[src/rtl/pipe_pkg.sv]
// Shared definitions for the elastic inter-stage pipeline registers.
package pipe_pkg;

  // Control vector bit positions
  localparam int unsigned CTRL_MEMW = 0;
  localparam int unsigned CTRL_M2R  = 1;
  localparam int unsigned CTRL_REGW = 2;
  localparam int unsigned CTRL_MEM  = 3;
  localparam int unsigned CTRL_WORD = 4;
  localparam int unsigned CTRL_HALT = 5;

  localparam int unsigned CTRL_W_DEF = 6;

  // Side-effecting control bits that must read as 0 on a bubble
  localparam logic [CTRL_W_DEF-1:0] KILL_MASK_DEF = 6'b000111;

  // Occupancy: nothing held, main slot only, main + skid slots
  typedef enum logic [1:0] {
    ST_EMPTY = 2'd0,
    ST_FULL  = 2'd1,
    ST_SKID  = 2'd2
  } pipe_state_e;

endpackage

[src/rtl/pipe_stage_reg_slot.sv]
// Single payload register with load enable; used for the main and skid slots.
module pipe_slot #(
  parameter int unsigned W = 8
) (
  input  logic         clk,
  input  logic         rst,
  input  logic         load,
  input  logic [W-1:0] d,
  output logic [W-1:0] q
);

  // Capture payload when loaded, clear on reset
  always_ff @(posedge clk or posedge rst) begin
    if (rst) begin
      q <= '0;
    end else if (load) begin
      q <= d;
    end
  end

endmodule

[src/rtl/pipe_stage_reg.sv]
// Elastic EX->MEM style pipeline register with valid/ready handshake,
// optional skid slot, flush, bubble masking, halt tracking and forwarding tap.
module pipe_stage_reg
  import pipe_pkg::*;
#(
  parameter int unsigned          DATA_W    = 32,
  parameter int unsigned          CTRL_W    = CTRL_W_DEF,
  parameter int unsigned          RD_W      = 5,
  parameter int unsigned          SKID      = 1,
  parameter logic [CTRL_W-1:0]    KILL_MASK = CTRL_W'(KILL_MASK_DEF),
  parameter int unsigned          REGW_BIT  = CTRL_REGW,
  parameter int unsigned          HALT_BIT  = CTRL_HALT
) (
  input  logic              clk,
  input  logic              rst,
  input  logic              flush,
  input  logic              in_valid,
  output logic              in_ready,
  input  logic [CTRL_W-1:0] in_ctrl,
  input  logic [DATA_W-1:0] in_alu,
  input  logic [DATA_W-1:0] in_rs2,
  input  logic [RD_W-1:0]   in_rd,
  output logic              out_valid,
  input  logic              out_ready,
  output logic [CTRL_W-1:0] out_ctrl,
  output logic [DATA_W-1:0] out_alu,
  output logic [DATA_W-1:0] out_rs2,
  output logic [RD_W-1:0]   out_rd,
  output logic              fwd_valid,
  output logic [RD_W-1:0]   fwd_rd,
  output logic [DATA_W-1:0] fwd_data,
  output logic              halted
);

  localparam int unsigned PW = CTRL_W + 2 * DATA_W + RD_W;

  pipe_state_e       state_q, state_d;
  logic              halt_pending_q, halt_pending_d;
  logic              halted_q, halted_d;
  logic              main_ld, skid_ld, sel_skid;
  logic              accept, acc_eff, retire;
  logic [PW-1:0]     in_pl, main_d, main_q, skid_q;
  logic [CTRL_W-1:0] main_ctrl;

  assign in_pl     = {in_ctrl, in_alu, in_rs2, in_rd};
  assign main_ctrl = main_q[PW-1 -: CTRL_W];

  assign out_valid = (state_q != ST_EMPTY);
  assign out_alu   = main_q[RD_W+DATA_W +: DATA_W];
  assign out_rs2   = main_q[RD_W +: DATA_W];
  assign out_rd    = main_q[RD_W-1:0];
  assign out_ctrl  = out_valid ? main_ctrl : (main_ctrl & ~KILL_MASK);
  assign fwd_valid = out_valid & main_ctrl[REGW_BIT] & (out_rd != '0);
  assign fwd_rd    = out_rd;
  assign fwd_data  = out_alu;
  assign halted    = halted_q;

  // Upstream readiness: registered-state only with a skid slot, pass-through otherwise
  generate
    if (SKID != 0) begin : g_rdy_skid
      assign in_ready = !rst && (state_q != ST_SKID) && !halt_pending_q && !halted_q;
    end else begin : g_rdy_single
      assign in_ready = !rst && (out_ready || !out_valid) && !halt_pending_q && !halted_q;
    end
  endgenerate

  assign accept  = in_valid & in_ready;
  assign acc_eff = accept & !flush;
  assign retire  = out_valid & out_ready;

  assign main_d = sel_skid ? skid_q : in_pl;

  pipe_slot #(.W(PW)) u_main (
    .clk  (clk),
    .rst  (rst),
    .load (main_ld),
    .d    (main_d),
    .q    (main_q)
  );

  generate
    if (SKID != 0) begin : g_skid
      pipe_slot #(.W(PW)) u_skid (
        .clk  (clk),
        .rst  (rst),
        .load (skid_ld),
        .d    (in_pl),
        .q    (skid_q)
      );
    end else begin : g_noskid
      assign skid_q = '0;
    end
  endgenerate

  // State, halt-pending and sticky halted registers
  always_ff @(posedge clk or posedge rst) begin
    if (rst) begin
      state_q        <= ST_EMPTY;
      halt_pending_q <= 1'b0;
      halted_q       <= 1'b0;
    end else begin
      state_q        <= state_d;
      halt_pending_q <= halt_pending_d;
      halted_q       <= halted_d;
    end
  end

  // Occupancy transitions, slot load steering and halt bookkeeping
  always_comb begin
    state_d        = state_q;
    main_ld        = 1'b0;
    skid_ld        = 1'b0;
    sel_skid       = 1'b0;
    halt_pending_d = halt_pending_q;
    halted_d       = halted_q;

    case (state_q)
      ST_EMPTY: begin
        if (acc_eff) begin
          state_d = ST_FULL;
          main_ld = 1'b1;
        end
      end
      ST_FULL: begin
        if (acc_eff && out_ready) begin
          main_ld = 1'b1;
        end else if (acc_eff) begin
          state_d = ST_SKID;
          skid_ld = 1'b1;
        end else if (out_ready) begin
          state_d = ST_EMPTY;
        end
      end
      ST_SKID: begin
        if (out_ready && !flush) begin
          state_d  = ST_FULL;
          main_ld  = 1'b1;
          sel_skid = 1'b1;
        end
      end
      default: state_d = ST_EMPTY;
    endcase

    // The halt entry is always the youngest, so its retire is the head's retire
    if (retire && main_ctrl[HALT_BIT]) begin
      halt_pending_d = 1'b0;
      halted_d       = 1'b1;
    end
    if (acc_eff && in_ctrl[HALT_BIT]) begin
      halt_pending_d = 1'b1;
    end

    // Squash wins over everything except a retire already in flight
    if (flush) begin
      state_d        = ST_EMPTY;
      halt_pending_d = 1'b0;
    end
  end

endmodule

[config.mk]
export PLATFORM = sky130hd
export DESIGN_NAME = pipe_stage_reg
export DESIGN_NICKNAME = d
export VERILOG_FILES = /design/src/rtl/pipe_pkg.sv /design/src/rtl/pipe_stage_reg_slot.sv /design/src/rtl/pipe_stage_reg.sv
export SDC_FILE = /design/constraint.sdc
export NUM_CORES = 1
export LEC_CHECK = 0
export ABC_AREA = 1
export CORE_UTILIZATION = 50
export CTS_CLUSTER_SIZE = 30
export DETAILED_ROUTE_END_ITERATION = 10
export PLACE_DENSITY = 0.91
export SLEW_MARGIN = 20
export SYNTH_ARGS = -nofsm -noshare
export SYNTH_HDL_FRONTEND = slang
export SYNTH_SLANG_ARGS = --single-unit
[constraint.sdc]
create_clock -name clk -period 7.05 [get_ports clk]
set_clock_uncertainty 0.2 [all_clocks]
set_input_delay 1.41 -clock clk [delete_from_list [all_inputs] [get_ports clk]]
set_output_delay 1.41 -clock clk [all_outputs]
set_load 0.01 [all_outputs]
# After elaboration in Yosys (flattened, before gate mapping)
# Cells that the tools add are included.
# op_classes
n_eq_ne,7
muxes,19
n_bitwise,5
reduce_logical,16
# op_table
op,count
2-to-1 mux 75 bit,1
2-to-1 mux 2 bit,6
2-to-1 mux 1 bit,9
"inequality test 3 bit, second input constant",3
logical AND 1 bit,7
case mux 2 bit (3 select lines),1
AND 1 bit,5
nonzero test 5 bit,1
logical NOT 1 bit,4
"inequality test 4 bit, second input constant",1
AND reduction 4 bit,1
2-to-1 mux 3 bit,1
case mux 1 bit (3 select lines),1
nonzero test 3 bit,1
"equality test 2 x 1 -> 1 bit, second input constant",1
"equality test 2 bit, second input constant",1
logical NOT 2 bit,1
"inequality test 2 bit, second input constant",1
nonzero test 2 bit,1
# totals
reg_bits,154
in_bits,80
output_inout_bits,116
word_cells,52

# Logic depth before layout (Yosys ltp)
# logic_depth
depth_word,10
mapped_depth,11
ltp_nobuf,9

# By module
# A second synthesis with hierarchy kept.
# unflattened
cells_unflattened,807
hier_area_um2,7278.2
# modules_own_cells
module,instances,cells_each,area_per_inst_um2,seq_area_each_um2
pipe_slot,2,318,2820.2,1876.8
pipe_stage_reg,1,171,1637.8,100.1

# Worst setup path after synthesis
# No wires, ideal clock.
# synth_timing
path_type,input to output
startpoint,in rst
endpoint,out in_ready
arrival_ps,1770
t_required_ps,5440
slack_ps,3670
path_stages,3
n_path_buf,0
cell_sequence,nor2_1 > nand3_2 > inv_1
# synth_between
elab_chain_len,4
# synth_lines
element,line_no,text
"start, declared",pipe_stage_reg.sv:15,"input logic rst,"
logical NOT 1 bit (no source line),--,
logical AND 1 bit (3 in series),pipe_stage_reg.sv:61,assign in_ready = !rst && (state_q != ST_SKID) && !halt_pending_q && !halted_q;
"end, declared",pipe_stage_reg.sv:18,"output logic in_ready,"
# Every way passes these cells.

# Final worst setup path
# Same ends and word-level chain as after synthesis.

==> results.md <==
* Die Wd at 129 um
* Worst-skew pair later-pin latency at 400 ps
* Critical Path Most Common Cell: clkdlybuf4s50_1
* Placed Cells incl. Taps at 1,294
* Power Total at 1.91 mW
* Distinct cells, synth at 21
* Largest family of logic cells by synthesized area: buffers and inverters
* R2R cell count at 9
* Die Y at 129 um
* Core area at 15,800 sq um
* Critical path's slowest cell: clkdlybuf4s50_1
* Final Cycle Share at 0.631
* Post-Route WL at 17,700 um
* Async SR Flop Fraction at 1.00
* Post-synthesis mux area share at 0
* Hold Vio Cnt, Final at 0
* Worst-Margin Slew at 936 ps
* Worst R2R Setup Slack at 4430 ps
* Initial core utilization at 0.511
* Post-synth top flop: dfrtp_1
* Share of post-route cells with drive strength above 1 at 0.0424
* CP Max Fanout at 2
* First drt pass iteration count at 5
* # fillers at 1,333
* Dpl ws at 2530 ps
* Post_cts resized at 0
* Clk buf depth at 2
* 1st-iter DRT viols at 429
* PwrDens at 194 nW/um^2
* Worst-path cell chain: clkdlybuf4s50_1 -> nor2_1 -> nand3_2 -> inv_1 -> clkdlybuf4s50_1
* Syn nets at 1,123
* Setup TNS at 0 ps
* Synth Register Bits at 154
* CP endpoint kind: output port
* Slew Limit Fails at 0
* CTS H-tree depth at 4
* Fmax at 225 MHz
* Post-synthesis sequential area ratio at 0.476
* WP data arrival at 2840 ps
* Drt wl/cell at 13.3 um
* Vias in the first global route at 6,124
* Slew margin rel. at 0.376
* Root Buffer: clkbuf_16
* DR DRC count at 0
* Min Tclk post-route at 4450 ps
* PnR worst setup slack at 2600 ps
* Routability cong. at 0.777
* Adder-cell share of the synthesized area at 0
* Area Growth Syn to Fin at 21.8%
* Antenna violations before repair at 0
* Share of the core filled with cells at 0.622
* Die area at 16,700 sq um
* Synth Area in Compound Gates at 0.0967
* Max Cap Viol at 0
* HPWL Detailed at 11,300 um
* Diodes inserted at 0
* Mapped Area at 8090 sq um
* Nets at 1,178
* Min-Delay Startpoint: u_main.q[8]
* Status: finished, final reports clean
* Post-synthesis xor/xnor area fraction at 0
* CP Buf/Inv Count at 3
* FP Rows at 46
* Final ANT Viol Nets at 0
* Top delay family on crit path: buffers and inverters
* First-pass GRT wire length at 29,000 um
* R2R Path End: u_main.q[43]
* CTS tree: built
* Tot GR Track Use at 0.222
* Finished Layout Cells at 1,325
* Synth warn at 0
* Worst hold path class: flop to flop
* Worst-path clk slew at 60 ps
* Critical path data required time at 5440 ps
* Grt total ovfl at 0
* Post-CTS setup repair buffer count at 0
* Post-Syn Instances at 1,043
* Number of flops mapped to enable cells by yosys at 0
* Post-synthesis simple-gate area fraction at 0.207
* CP startpoint kind: primary input
* Port bufs at 195
* Worst Hold End: u_main.q[8]
* Worst vdd ir at 0.147 mV
* Slowest stage delay, CP at 520 ps
* Clock sink total at 154
* RSZ-0062 raised after global routing: false
* Setup Viol. Count Final at 0
* Boundary pin count at 196
* R2r startpoint: state_q[0]
* Hold path cells at 2
* Largest net degree at the start of global routing at 102
* Syn avg cell area at 7.76 sq um
* CTS Buf Count at 17
* Leak at 4.94 nW
* Number of vias per cell at 4.79
* Routed via count at 6,342
* Type of the worst setup path: primary input to output port
* Hold-fix buffers at CTS at 0
-- synthesized netlist by cell type (2+ instances only) --
| master | n | area share |
|---|---|---|
| buf_4 | 114 | 0.11 |
| or2_2 | 2 | 0.0015 |
| o21ai_1 | 70 | 0.043 |
| clkbuf_1 | 18 | 0.0084 |
| buf_6 | 12 | 0.017 |
| buf_2 | 21 | 0.013 |
| inv_1 | 162 | 0.075 |
| inv_2 | 2 | 0.00093 |
| nor2_1 | 7 | 0.0032 |
| nand2_1 | 310 | 0.14 |
| o21ai_0 | 82 | 0.051 |
| dfrtp_1 | 154 | 0.48 |
| nand3_2 | 5 | 0.0062 |
| nand3_1 | 77 | 0.048 |
-- how the worst max path moves through the flow --
| stage | startpoint | end | cells past startpoint |
|---|---|---|---|
| after floorplan | rst | g_skid.u_skid.q[0] | 1 |
| after global placement | rst | in_ready | 5 |
| after detailed placement | rst | g_skid.u_skid.q[50] | 8 |
| after CTS | rst | in_ready | 5 |
| after global routing | rst | in_ready | 5 |
| final | rst | in_ready | 5 |
-- registers in the layout, summed over array words and instances, names as in the netlist --
signal,count
u_main.q,75
halted,1
state_q,2
halt_pending_q,1
g_skid.u_skid.q,75
-- tightest hold or removal path: stages, from the launching register on --
cell	delay [ps]
dfrtp_1	340
nand3_1	70
nand2_1	60
-- through the flow --
step	hold slack, ps	instance area (sq um)
detailed placement	293	9220
global route	335	9850
floorplan	276	8090
CTS	309	9820
global placement	289	9220
finish	306	9850
-- cells by family (layout without fill, tap and decap cells) --
logic type	after synthesis	in the layout
AOI/OAI and AO/OA	155	155
buffers and inverters	329	395
DFF	154	154
and+or+nand+nor	405	405
-- metal layers --
| layer | part of all wire | GRT usage | up-vias | routed length, um |
|---|---|---|---|---|
| met2 | 0.50 | 0.385 | 181 | 8840 |
| met1 | 0.43 | 0.272 | 2941 | 7680 |
| met3 | 0.047 | 0.0438 | 27 | 823 |
| met5 | 0 | 0 | - | 0 |
| met4 | 0.018 | 0.0907 | 0 | 321 |
| li1 | - | - | 3193 | - |
-- where the power goes --
part,leakage (nW),internal [mW],total [mW],switching (mW)
Combinational,2.90,0.0481,0.0921,0.0440
Clock,0.291,0.590,0.932,0.342
Sequential,1.76,0.884,0.884,0
-- area by class of cell --
type | instances | area [sq um] | area share
Clock buffer | 23 | 488 | 0.0495
Clock inverter | 7 | 115 | 0.0117
Inverter | 164 | 621 | 0.0630
Multi-Input combinational cell | 560 | 2490 | 0.252
Sequential cell | 154 | 3850 | 0.391
Tap cell | 216 | 270 | 0.0274
Timing Repair Buffer | 201 | 2020 | 0.205
-- cells in the final DEF (no fill, tap or decap) --
cell type        synthesis  final
o211ai_1                 1      1
clkdlybuf4s50_1          0    195
nand3_1                 77     77
buf_16                   0      1
nand4_1                  1      1
nand3_2                  5      2
or2_2                    2      2
nand3_4                  0      3
nor2_4                   1      1
inv_6                    0      1
inv_1                  162    161
inv_2                    2      2
clkbuf_1                18      2
clkinv_2                 0      2
nand4_4                  0      1
clkbuf_8                 0      4
nand2_2                  1      1
bufinv_16                0      3
o21ai_1                 70     70
a21oi_1                  1      1
nand2_1                310    310
o21ai_0                 82     82
dfrtp_1                154    154
o41ai_1                  1      1
clkbuf_16                0     17
buf_4                  114      5
clkinvlp_4               0      2
nor2_1                   7      7
Note: power is estimated with default switching activity, not from simulation.
